--- config.mk ---
export PLATFORM = sky130hd
export DESIGN_NAME = mem_port_arbiter
export DESIGN_NICKNAME = d
export VERILOG_FILES = /design/src/rtl/mem_arb_pkg.sv /design/src/rtl/mem_timeout_ctr.sv /design/src/rtl/mem_port_arbiter.sv
export SDC_FILE = /design/constraint.sdc
export NUM_CORES = 1
export LEC_CHECK = 0
export CAP_MARGIN = 40
export CELL_PAD_IN_SITES_DETAIL_PLACEMENT = 0
export CELL_PAD_IN_SITES_GLOBAL_PLACEMENT = 1
export CORE_UTILIZATION = 35
export CTS_CLUSTER_DIAMETER = 200
export DETAILED_ROUTE_END_ITERATION = 7
export GPL_TIMING_DRIVEN = 0
export HOLD_SLACK_MARGIN = 0.1
export PLACE_DENSITY = 0.93
export SLEW_MARGIN = 20
export SYNTH_ARGS = -nofsm -noshare
export SYNTH_HDL_FRONTEND = slang
export SYNTH_SLANG_ARGS = --single-unit
--- constraint.sdc ---
create_clock -name clk -period 4.4 [get_ports clk]
set_clock_uncertainty 0.2 [all_clocks]
set_input_delay 0.88 -clock clk [delete_from_list [all_inputs] [get_ports clk]]
set_output_delay 0.88 -clock clk [all_outputs]
set_load 0.01 [all_outputs]
--- src/rtl/mem_arb_pkg.sv ---
// Shared types and widths for the unified memory-port arbiter.
package mem_arb_pkg;

    localparam int WORD_W = 16;
    localparam int ADDR_W = 16;

    typedef enum logic [1:0] {
        IDLE = 2'd0,
        DATA = 2'd1,
        INST = 2'd2
    } arb_state_t;

endpackage

--- src/rtl/mem_timeout_ctr.sv ---
// Access watchdog: cleared on grant, counts while an access is outstanding,
// and flags when the last allowed wait cycle has been reached.
module mem_timeout_ctr #(
    parameter int LIMIT = 64
) (
    input  logic clk,
    input  logic reset_n,
    input  logic load,
    input  logic enable,
    output logic expired
);

    localparam int CNT_W = (LIMIT > 1) ? $clog2(LIMIT) : 1;
    localparam logic [CNT_W-1:0] LAST = CNT_W'(LIMIT - 1);

    logic [CNT_W-1:0] count;

    assign expired = (count == LAST);

    // Saturates at LAST so a stuck enable can never wrap back to zero.
    always_ff @(posedge clk or negedge reset_n) begin
        if (!reset_n) begin
            count <= '0;
        end else if (load) begin
            count <= '0;
        end else if (enable && !expired) begin
            count <= count + CNT_W'(1);
        end
    end

endmodule

--- src/rtl/mem_port_arbiter.sv ---
// Shares the single memory port between instruction fetch and data access,
// runs the ready handshake and produces the pipeline stall signals.
module mem_port_arbiter
    import mem_arb_pkg::*;
#(
    parameter int TIMEOUT_CYCLES = 64
) (
    input  logic              clk,
    input  logic              reset_n,
    input  logic              if_req,
    input  logic [ADDR_W-1:0] if_addr,
    output logic [WORD_W-1:0] if_rdata,
    output logic              if_done,
    input  logic              d_read,
    input  logic              d_write,
    input  logic [ADDR_W-1:0] d_addr,
    input  logic [WORD_W-1:0] d_wdata,
    output logic [WORD_W-1:0] d_rdata,
    output logic              d_done,
    output logic              stall_pipe,
    output logic              stall_if,
    output logic              mem_read,
    output logic              mem_write,
    output logic [ADDR_W-1:0] mem_addr,
    output logic [WORD_W-1:0] mem_wdata,
    input  logic [WORD_W-1:0] mem_rdata,
    input  logic              mem_ready,
    output logic              mem_err
);

    arb_state_t        state;
    arb_state_t        next_state;
    logic              d_served;
    logic              i_served;
    logic              d_pend;
    logic              i_pend;
    logic              grant_d;
    logic              grant_i;
    logic              finish;
    logic              expired;
    logic [WORD_W-1:0] rd_val;

    assign d_pend = (d_read | d_write) & ~d_served;
    assign i_pend = if_req & ~i_served;

    // Gated by reset_n so every output reads 0 while reset is held.
    assign stall_pipe = d_pend & reset_n;
    assign stall_if   = stall_pipe | (i_pend & reset_n);

    // A timed-out access completes with zero read data.
    assign rd_val = mem_ready ? mem_rdata : '0;

    mem_timeout_ctr #(
        .LIMIT (TIMEOUT_CYCLES)
    ) u_timeout (
        .clk     (clk),
        .reset_n (reset_n),
        .load    (grant_d | grant_i),
        .enable  (state != IDLE),
        .expired (expired)
    );

    always_ff @(posedge clk or negedge reset_n) begin
        if (!reset_n) begin
            state <= IDLE;
        end else begin
            state <= next_state;
        end
    end

    // On a completion the just-served requester is excluded, so the other
    // side is the only candidate for a back-to-back grant.
    always_comb begin
        next_state = state;
        grant_d    = 1'b0;
        grant_i    = 1'b0;
        finish     = 1'b0;
        case (state)
            IDLE: begin
                if (d_pend) begin
                    next_state = DATA;
                    grant_d    = 1'b1;
                end else if (i_pend) begin
                    next_state = INST;
                    grant_i    = 1'b1;
                end
            end
            DATA: begin
                if (mem_ready || expired) begin
                    finish = 1'b1;
                    if (i_pend) begin
                        next_state = INST;
                        grant_i    = 1'b1;
                    end else begin
                        next_state = IDLE;
                    end
                end
            end
            INST: begin
                if (mem_ready || expired) begin
                    finish = 1'b1;
                    if (d_pend) begin
                        next_state = DATA;
                        grant_d    = 1'b1;
                    end else begin
                        next_state = IDLE;
                    end
                end
            end
            default: begin
                next_state = IDLE;
            end
        endcase
    end

    always_ff @(posedge clk or negedge reset_n) begin
        if (!reset_n) begin
            mem_read  <= 1'b0;
            mem_write <= 1'b0;
            mem_addr  <= '0;
            mem_wdata <= '0;
        end else if (grant_d) begin
            mem_read  <= d_read;
            mem_write <= d_write;
            mem_addr  <= d_addr;
            mem_wdata <= d_wdata;
        end else if (grant_i) begin
            mem_read  <= 1'b1;
            mem_write <= 1'b0;
            mem_addr  <= if_addr;
        end else if (finish) begin
            mem_read  <= 1'b0;
            mem_write <= 1'b0;
        end
    end

    always_ff @(posedge clk or negedge reset_n) begin
        if (!reset_n) begin
            d_rdata  <= '0;
            if_rdata <= '0;
            d_done   <= 1'b0;
            if_done  <= 1'b0;
            mem_err  <= 1'b0;
        end else begin
            d_done  <= finish && (state == DATA);
            if_done <= finish && (state == INST);
            if (finish && (state == DATA) && mem_read) begin
                d_rdata <= rd_val;
            end
            if (finish && (state == INST)) begin
                if_rdata <= rd_val;
            end
            if (finish && expired && !mem_ready) begin
                mem_err <= 1'b1;
            end
        end
    end

    // stall_if low implies stall_pipe low, so a single advance test covers
    // both clearing conditions for the fetch flag.
    always_ff @(posedge clk or negedge reset_n) begin
        if (!reset_n) begin
            d_served <= 1'b0;
            i_served <= 1'b0;
        end else begin
            if (finish && (state == DATA)) begin
                d_served <= 1'b1;
            end else if (!stall_pipe) begin
                d_served <= 1'b0;
            end
            if (finish && (state == INST)) begin
                i_served <= 1'b1;
            end else if (!stall_pipe) begin
                i_served <= 1'b0;
            end
        end
    end

endmodule
==> results of run 1 <==
## registers in the layout (all words and copies together), names as in the netlist
| register | cells |
|---|---|
| mem_addr | 16 |
| if_done | 1 |
| mem_write | 1 |
| u_timeout.count | 6 |
| mem_wdata | 16 |
| state | 2 |
| i_served | 1 |
| d_rdata | 16 |
| d_done | 1 |
| mem_read | 1 |
| if_rdata | 16 |
| mem_err | 1 |
| d_served | 1 |
## layout make-up
cell class	count	area [um^2]
tap	133	166.4
clock buffer	9	123.9
timing repair buffer	140	1416
inverter	22	82.58
fill	894	4491
clock inverter	7	55.05
sequential	79	1977
multi-input combinational	193	1403
buffer	20	105.1
## report_power, final
group | switching (mW) | internal (mW)
clock | 0.287 | 0.211
sequential | 0.188 | 1.06
combinational | 0.839 | 0.979
## cell usage after synthesis (2+ instances only)
| master | n |
|---|---|
| dfrtp_1 | 79 |
| inv_1 | 22 |
| nand2_1 | 22 |
| nand3_1 | 18 |
| a211oi_1 | 17 |
| mux2i_1 | 17 |
| a22o_1 | 16 |
| a31oi_1 | 16 |
| o21ai_0 | 16 |
| buf_2 | 9 |
| mux2_1 | 9 |
| mux2_2 | 9 |
| clkbuf_1 | 8 |
| nor2_1 | 8 |
| ha_1 | 5 |
| a21oi_1 | 4 |
| a21boi_0 | 3 |
| and3_1 | 3 |
| o21a_1 | 3 |
| xnor2_1 | 3 |
| a21o_1 | 2 |
| and2_1 | 2 |
| buf_6 | 2 |
| nor3b_1 | 2 |
## kinds of logic after synthesis
kind of cell / share of synthesized area
xor gates and xnor gates: 0.007367
adders and majority gates: 0.01754
muxes: 0.1045
AOI/OAI and AO/OA: 0.1740
DFF: 0.5542
and+or+nand+nor: 0.08980
buffers and inverters: 0.05261
## stage by stage
stage,power (mW),utilization,hold slack [ns]
final,3.560,0.5427,0.2550
after global placement,3.025,0.5219,0.2748
after detailed placement,3.088,0.5245,0.2858
after CTS,3.594,0.5427,0.2565
after floorplan,2.158,-,0.2510
after global routing,3.807,0.5427,0.2718
## metal layers
layer,GRT usage,vias up,part of all wire
li1,-,1427,-
met5,0,-,0
met1,0.2305,1509,0.42
met2,0.3072,119,0.49
met4,0.06284,0,0.012
met3,0.04203,11,0.075
## path summary, 6_finish.rpt
kind,slack [ns],end,cells after the start,from
worst max-delay path,0.54,stall_pipe,5,d_write
max in group asynchronous,3.15,mem_wdata[1],2,reset_n
min in group clk,0.30,mem_wdata[8],1,mem_wdata[8]
worst max register to register,2.01,mem_addr[13],7,state[0]
worst min-delay path,0.25,mem_wdata[11],1,reset_n
worst min register to register,0.30,mem_wdata[8],1,mem_wdata[8]
==> impl_metrics.py, run 1 <==
metrics = {
    "global_route": {
        "grt_max_degree": 52,
        "first_global_vias": 3044,
        "grt_pass1_wl_mm": 14.84,
        "gr-total-overflow": 0,
        "antenna_found_initial": 0,
        "grtUsageTotal": 0.1823,
    },
    "critical_path": {
        "cp_slowest_stage_delay_ns": 0.58,
        "required_ns": 3.32,
        "crit_family": "buffers and inverters",
        "crit_type": "input port to primary output",
        "path_max_fanout": 9,
        "cp-end-kind": "primary output",
        "crit_chain": "clkdlybuf4s50_1, o21ba_2, clkbuf_1, and2_1, clkdlybuf4s50_1",
        "start_kind": "input port",
        "slowest_stage": "clkdlybuf4s50_1",
        "worst-path-buf-inv": 3,
        "arrival_ns": 2.78,
        "cp_common_cell": "clkdlybuf4s50_1",
    },
    "floorplanning": {
        "core_um2": 9819,
        "pin_count": 141,
        "die_width_um": 103.0,
        "rows": 36,
        "die_y_um": 103.0,
        "initial_utilization": 0.3633,
        "die-area_um2": 10600,
    },
    "final_layout": {
        "final_common_cell": "clkdlybuf4s50_1",
        "finalNetCount": 540,
        "layout-drive-gt1-share": 0.09787,
        "layout_common_cells": "clkdlybuf4s50_1 (138), dfrtp_1 (79), inv_1 (22), nand2_1 (22), nand3_1 (18)",
        "area_growth_pct": 49.39,
        "final_cells": 603,
        "design_area_um2": 5329,
        "antenna_cells": 0,
    },
    "outcome": {
        "outcome": "complete, no violations",
    },
    "timing": {
        "fin_crit_ns": 3.857,
        "finalSetupViolations": 0,
        "rsz0062_at_grt": "false",
        "maxSlewViolCount": 0,
        "max_freq_mhz": 259.3,
        "hold_viol": 0,
        "relSlewSlack": 0.5023,
        "min_period_over_period": 0.8766,
        "tns_ns": 0,
        "worst_pin_slew_ns": 0.7449,
        "worst_slack_ns": 0.5429,
    },
    "clock_tree": {
        "cts_setup_buffers": 0,
        "h-tree-depth": 3,
        "cts_resized": 0,
        "cts_sinks": 79,
        "clk_latency_ns": 0.34,
        "ctsHoldBuffers": 0,
        "numCtsBuffers": 9,
        "cts_tree": "yes",
        "clk_pin_slew_worst_paths_ns": 0.09,
        "root_buffer": "clkbuf_8",
        "ctsLongestPathBuffers": 2,
    },
    "route": {
        "drtIter0Drc": 169,
        "first_pass_iters": 4,
        "ant_nets": 0,
        "vias": 3066,
        "drcViolationCount": 0,
        "wl_mm": 9.632,
        "vias_per_cell": 5.085,
        "wl_per_cell_um": 15.97,
    },
    "synth": {
        "synthFlopType": "dfrtp_1",
        "synthArstFlopShare": 1.000,
        "netlist.area_leader.share": 0.5542,
        "synth_area_um2": 3567,
        "synth_fp_nets": 389,
        "yosys.area.top_type": "dfrtp_1",
        "ys_seq_elements": 79,
        "yosys-top-cells-area": "dfrtp_1 (55%), mux2i_1 (4.8%), a22o_1 (3.9%)",
        "yosys_warnings": 0,
        "synth_edf_count": 0,
        "synthCells": 314,
        "synth_cell_type_count": 43,
        "ys_seq_area_frac": 0.5542,
        "avgSynthCellArea_um2": 11.36,
    },
    "placed_design": {
        "place_area_um2": 5150,
        "port-buffer-count": 139,
        "gp_congestion": 0.7384,
        "hpwl_mm": 7.013,
        "dp.cells": 587,
        "pre_cts_slack_ns": 0.5651,
    },
    "power_and_ir_drop": {
        "max-vdd-ir-drop_mv": 0.3240,
        "leakage_nw": 2.345,
        "power_density_nw_per_um2": 668.0,
    },
    "hold_path": {
        "hold_path_class": "input port to asynchronous set/reset pin",
    },
    "flow_run": {
        "cap_violations": 0,
    },
}
No activity file was read; power rests on OpenSTA's default activity.
==> inputs of run 2 (changes only) <==
--- a/config.mk
+++ b/config.mk
@@ -5,15 +5,17 @@
 export SDC_FILE = /design/constraint.sdc
 export NUM_CORES = 1
 export LEC_CHECK = 0
+export ABC_AREA = 1
 export CAP_MARGIN = 40
 export CELL_PAD_IN_SITES_DETAIL_PLACEMENT = 0
 export CELL_PAD_IN_SITES_GLOBAL_PLACEMENT = 1
-export CORE_UTILIZATION = 35
+export CORE_MARGIN = 3
+export CORE_UTILIZATION = 34
 export CTS_CLUSTER_DIAMETER = 200
 export DETAILED_ROUTE_END_ITERATION = 7
 export GPL_TIMING_DRIVEN = 0
 export HOLD_SLACK_MARGIN = 0.1
-export PLACE_DENSITY = 0.93
+export PLACE_DENSITY = 0.95
 export SLEW_MARGIN = 20
 export SYNTH_ARGS = -nofsm -noshare
 export SYNTH_HDL_FRONTEND = slang
==> run 2 against run 1 <==
Compared with the run above: clock power grew 24%; routed wire length grew 3.3%; worst hold slack gained 0.022 ns; critical path depth is the same; combinational power is essentially flat; via count grew 8.9%; sequential share of layout area shrank 0.60 points; die area grew 12%.
==> impl_metrics.py, run 2 <==
metrics = {
    "clock_tree": {
        "cts_setup_buffers": 0,
        "cts_resized": 0,
        "clk_latency_ns": 0.34,
        "cts_sinks": 79,
        "ctsLongestPathBuffers": 2,
        "cts_tree": "yes",
        "root_buffer": "clkbuf_8",
        "ctsHoldBuffers": 0,
        "clk_pin_slew_worst_paths_ns": 0.08,
        "h-tree-depth": 3,
        "numCtsBuffers": 9,
    },
    "route": {
        "drtIter0Drc": 148,
        "vias_per_cell": 4.669,
        "wl_mm": 9.950,
        "first_pass_iters": 4,
        "vias": 3338,
        "ant_nets": 0,
        "wl_per_cell_um": 13.92,
        "drcViolationCount": 0,
    },
    "synth": {
        "synthCells": 426,
        "synthArstFlopShare": 1.000,
        "synth_compound_area_frac": 0.04610,
        "synth_top_family_by_area": "simple AND/OR/NAND/NOR gates",
        "synth_cell_type_count": 27,
        "synth_edf_count": 0,
        "yosys.area.top_type": "dfrtp_1",
        "yosysMostFrequentCell": "nand2_1",
        "yosys_warnings": 0,
        "synth-simple-area-share": 0.3168,
        "synthXorXnorAreaFrac": 0.007279,
        "avgSynthCellArea_um2": 8.474,
        "synthFlopType": "dfrtp_1",
        "netlist.area_leader.share": 0.5477,
        "synth_area_um2": 3610,
        "yosys-top-cells-area": "dfrtp_1 (55%), nand2_1 (17%), nand3_1 (7.2%)",
        "synth-adder-area-share": 0.01733,
        "ys_seq_elements": 79,
        "synth_fp_nets": 501,
        "synth_common_cells": "nand2_1 (162), dfrtp_1 (79), nand3_1 (52)",
        "ys_seq_area_frac": 0.5477,
        "synthMuxAreaShare": 0,
    },
    "final_layout": {
        "layout_common_cells": "nand2_1 (162), clkdlybuf4s50_1 (138), dfrtp_1 (79), nand3_1 (52), inv_1 (31)",
        "layout-drive-gt1-share": 0.06873,
        "antenna_cells": 0,
        "fillCellCount": 945,
        "finalNetCount": 652,
        "final_common_cell": "nand2_1",
        "area_growth_pct": 50.05,
    },
    "timing": {
        "relSlewSlack": 0.5939,
        "rsz0062_at_grt": "false",
        "tns_ns": 0,
        "fin_crit_ns": 3.529,
        "finalSetupViolations": 0,
        "worst_pin_slew_ns": 0.6028,
        "min_period_over_period": 0.8021,
        "maxSlewViolCount": 0,
        "max_freq_mhz": 283.4,
        "hold_viol": 0,
    },
    "global_route": {
        "antenna_found_initial": 0,
        "grtUsageTotal": 0.1717,
        "grt_pass1_wl_mm": 16.17,
        "first_global_vias": 3394,
        "grt_max_degree": 43,
        "gr-total-overflow": 0,
    },
    "critical_path": {
        "start_kind": "input port",
        "cp-end-kind": "primary output",
        "r2r_cells": 7,
        "path_max_fanout": 42,
        "reg2reg_slack_ns": 2.25,
        "arrival_ns": 2.45,
        "worst-path-buf-inv": 4,
        "crit_family": "buffers and inverters",
        "cp_slowest_stage_delay_ns": 0.59,
        "crit_chain": "buf_4, buf_12, inv_1, nor2_1, clkdlybuf4s50_1",
        "crit_type": "input port to primary output",
        "timing.rr.end": "if_rdata[14]",
        "required_ns": 3.32,
        "r2r_start": "state[0]",
        "slowest_stage": "clkdlybuf4s50_1",
    },
    "floorplanning": {
        "initial_utilization": 0.3594,
        "die_width_um": 109.0,
        "die-area_um2": 11890,
        "die_y_um": 109.0,
        "rows": 36,
        "core_um2": 10040,
        "pin_count": 141,
    },
    "power_and_ir_drop": {
        "max-vdd-ir-drop_mv": 0.3288,
        "leakage_nw": 2.584,
        "p_total_mw": 3.640,
        "power_density_nw_per_um2": 672.1,
    },
    "placed_design": {
        "port-buffer-count": 139,
        "gp_congestion": 0.7874,
        "hpwl_mm": 7.556,
    },
    "hold_path": {
        "worst_hold_path.num_cells": 2,
        "hold_path_class": "flip-flop to flip-flop",
        "min_to": "if_rdata[15]",
        "min_from": "if_rdata[15]",
    },
    "flow_run": {
        "cap_violations": 0,
    },
    "outcome": {
        "outcome": "complete, no violations",
    },
}
==> run 2: cells by family after synthesis <==
family | after synthesis
and+or+nand+nor | 256
buffers and inverters | 55
DFF | 79
xor gates and xnor gates | 3
AOI/OAI and AO/OA | 28
adders and majority gates | 5
==> run 2: area by class of cell <==
class	instances	area (um^2)	area share
multi-input combinational	292	1399	0.2583
tap	133	166.4	0.03072
sequential	79	1977	0.3650
clock buffer	10	137.6	0.02541
timing repair buffer	140	1409	0.2601
clock inverter	6	93.84	0.01733
buffer	23	113.9	0.02102
inverter	32	120.1	0.02218
==> run 2: through the flow <==
stage                     instances    util  setup WS, ns  hold WS (ns)  area (um^2)
after global placement          698  0.5144        -1.681        0.2523         5167
after CTS                       715  0.5392        0.8264        0.2787         5416
after floorplan                 426       -         2.109        0.2501         3610
after detailed placement        699  0.5162        0.8205        0.2581         5185
final                           715  0.5392        0.8709        0.2765         5416
after global routing            715  0.5392        0.6654        0.3043         5416
==> run 2: how the worst max path moves through the flow <==
| stage | start | to | depth (start not counted) |
|---|---|---|---|
| after floorplan | d_read | stall_if | 2 |
| after global placement | reset_n | stall_if | 4 |
| after detailed placement | reset_n | stall_pipe | 5 |
| after CTS | reset_n | stall_pipe | 5 |
| after global routing | reset_n | stall_pipe | 5 |
| final | reset_n | stall_pipe | 5 |
==> run 2: routing by layer <==
metal / track usage / part of all wire
met1: 0.2117 / 0.43
met2: 0.2820 / 0.47
met3: 0.06039 / 0.089
met4: 0.05410 / 0.011
met5: 0 / 0
==> run 2: report_power, final <==
| part | switching, mW | internal, mW |
|---|---|---|
| Clock | 0.278 | 0.338 |
| Sequential | 0.180 | 1.04 |
| Combinational | 0.928 | 0.871 |
| Total | 1.39 | 2.25 |
==> run 2: worst reg2reg max path, cell delays in order, from the launching register on <==
cell	delay (ns)
dfrtp_1	0.42
inv_1	0.10
ha_1	0.21
clkbuf_1	0.36
nand2_1	0.30
clkbuf_1	0.29
nand2_1	0.11
nand2_1	0.05
==> inputs of run 3 (changes only) <==
--- a/config.mk
+++ b/config.mk
@@ -10,12 +10,12 @@
 export CELL_PAD_IN_SITES_DETAIL_PLACEMENT = 0
 export CELL_PAD_IN_SITES_GLOBAL_PLACEMENT = 1
 export CORE_MARGIN = 3
-export CORE_UTILIZATION = 34
+export CORE_UTILIZATION = 28
 export CTS_CLUSTER_DIAMETER = 200
 export DETAILED_ROUTE_END_ITERATION = 7
 export GPL_TIMING_DRIVEN = 0
 export HOLD_SLACK_MARGIN = 0.1
-export PLACE_DENSITY = 0.95
+export PLACE_DENSITY = 0.85
 export SLEW_MARGIN = 20
 export SYNTH_ARGS = -nofsm -noshare
 export SYNTH_HDL_FRONTEND = slang
==> constraint.sdc (replaced) <==
create_clock -name clk -period 3.2 [get_ports clk]
set_clock_uncertainty 0.2 [all_clocks]
set_input_delay 0.64 -clock clk [delete_from_list [all_inputs] [get_ports clk]]
set_output_delay 0.64 -clock clk [all_outputs]
set_load 0.01 [all_outputs]
==> run 3 against run 2 <==
Compared with the run above: routed wire length increased by 7.0%; first-iteration DRC count up 8.1%; utilization fell by 8.1 points; combinational power up 39%; flip-flop and latch count unchanged; critical path depth down 1; global-route usage fell by 1.8 points; critical path type unchanged.
==> impl_metrics.py, run 3 (same netlist as run 2, synthesis figures left out) <==
metrics = {
    "critical_path": {
        "crit_chain": "clkdlybuf4s50_1, o21bai_2, a21oi_1, clkdlybuf4s50_1",
        "required_ns": 2.36,
        "cp_common_cell": "clkdlybuf4s50_1",
        "worst-path-buf-inv": 2,
        "arrival_ns": 1.98,
        "slowest_stage": "clkdlybuf4s50_1",
        "path_max_fanout": 5,
        "start_kind": "input port",
        "crit_family": "buffers and inverters",
        "cp-end-kind": "primary output",
        "crit_type": "input port to primary output",
        "cp_slowest_stage_delay_ns": 0.57,
    },
    "clock_tree": {
        "root_buffer": "clkbuf_16",
        "ctsLongestPathBuffers": 2,
        "clk_latency_ns": 0.33,
        "clk_pin_slew_worst_paths_ns": 0.06,
        "cts_tree": "yes",
        "cts_resized": 0,
        "h-tree-depth": 3,
        "cts_setup_buffers": 0,
        "ctsHoldBuffers": 3,
        "cts_sinks": 79,
        "numCtsBuffers": 9,
    },
    "global_route": {
        "gr-total-overflow": 0,
        "grt_pass1_wl_mm": 17.71,
        "grtUsageTotal": 0.1541,
        "grt_max_degree": 47,
        "first_global_vias": 3437,
        "antenna_found_initial": 0,
    },
    "timing": {
        "rsz0062_at_grt": "false",
        "maxSlewViolCount": 0,
        "min_period_over_period": 0.8808,
        "hold_viol": 0,
        "fin_crit_ns": 2.819,
        "finalSetupViolations": 0,
        "relSlewSlack": 0.6025,
        "worst_pin_slew_ns": 0.5900,
        "max_freq_mhz": 354.8,
    },
    "route": {
        "ant_nets": 0,
        "wl_per_cell_um": 14.14,
        "vias": 3360,
        "drtIter0Drc": 160,
        "vias_per_cell": 4.462,
        "drcViolationCount": 0,
        "wl_mm": 10.65,
        "first_pass_iters": 4,
    },
    "floorplanning": {
        "die_width_um": 119.5,
        "rows": 40,
        "die_y_um": 119.5,
        "initial_utilization": 0.2932,
        "core_um2": 12310,
        "pin_count": 141,
        "die-area_um2": 14290,
    },
    "placed_design": {
        "hpwl_mm": 7.863,
        "gp_congestion": 0.7867,
        "place_area_um2": 5236,
        "port-buffer-count": 139,
    },
    "power_and_ir_drop": {
        "leakage_nw": 2.670,
        "max-vdd-ir-drop_mv": 0.3504,
        "power_density_nw_per_um2": 955.6,
    },
    "flow_run": {
        "cap_violations": 0,
    },
    "final_layout": {
        "multiInputGateArea_um2": 1399,
        "fin_util": 0.4585,
        "fillCellCount": 1242,
        "layout-drive-gt1-share": 0.07179,
        "design_area_um2": 5645,
        "layout_common_cells": "nand2_1 (162), clkdlybuf4s50_1 (138), dfrtp_1 (79), nand3_1 (52), inv_1 (31)",
        "antenna_cells": 0,
        "area_growth_pct": 56.40,
        "seq_area_um2": 1977,
        "final_common_cell": "nand2_1",
        "finalNetCount": 655,
    },
    "hold_path": {
        "hold_path_class": "input port to asynchronous set/reset pin",
    },
    "outcome": {
        "outcome": "complete, no violations",
    },
}
-- run 3: changes by cell type in the layout (fill, tap and decap cells not counted), sizes merged --
| cell | before | now |
|---|---|---|
| dlygate4sd3 | 0 | 1 |
| bufinv | 2 | 3 |
| clkbuf | 20 | 19 |
| buf | 15 | 17 |
| inv | 32 | 35 |
| clkinv | 3 | 0 |
-- run 3: final timing paths --
path | startpoint | end | slack (ns) | cells past startpoint
hold / removal | reset_n | mem_wdata[3] | 0.18 | 3
min in group clk | if_rdata[2] | if_rdata[2] | 0.27 | 2
setup reg to reg | state[0] | if_rdata[15] | 1.00 | 7
setup / recovery | d_read | stall_if | 0.38 | 4
max in group asynchronous | reset_n | mem_wdata[15] | 1.91 | 3
hold reg to reg | if_rdata[2] | if_rdata[2] | 0.27 | 2
-- run 3: layer usage --
metal	global-route usage	vias to the layer above	wire, um
met5	0	-	0
met4	0.05512	0	118
met3	0.04383	10	852
met2	0.2468	121	4765
met1	0.1994	1552	4913
li1	-	1677	-
-- run 3: through the flow --
step	power, mW	instances	setup slack, ns	setup TNS [ns]	hold slack (ns)
final	5.395	753	0.3814	0	0.1843
after global routing	5.814	753	0.2759	0	0.1893
after CTS	5.484	753	0.3551	0	0.1892
after detailed placement	4.229	734	0.1147	0	0.2587
after global placement	4.168	733	-2.486	-132.21	0.2548
after floorplan	2.934	426	1.269	0	0.1444
-- run 3: worst reg2reg max path: cells and delay by family, from the launching register on --
kind,cells,cell delay (ns)
adder cells (fa/ha/maj),1,0.21
AND/OR/NAND/NOR,3,0.49
buffers and inverters,3,0.79
flip-flops,1,0.42
-- run 3: area by class of cell --
type,count,share of cell area
flip-flops and latches,79,0.3502
repair buffers,143,0.2611
multi-input cells,292,0.2478
clock buffers,9,0.03989
well taps,168,0.03723
clock inverters,7,0.02238
inverters,32,0.02128
plain buffers,23,0.02017
-- run 3: report_power, final --
group / internal, mW / switching (mW) / total (mW)
Clock: 0.773 / 0.432 / 1.20
Sequential: 1.44 / 0.245 / 1.68
Combinational: 1.21 / 1.30 / 2.51
Total: 3.42 / 1.98 / 5.39
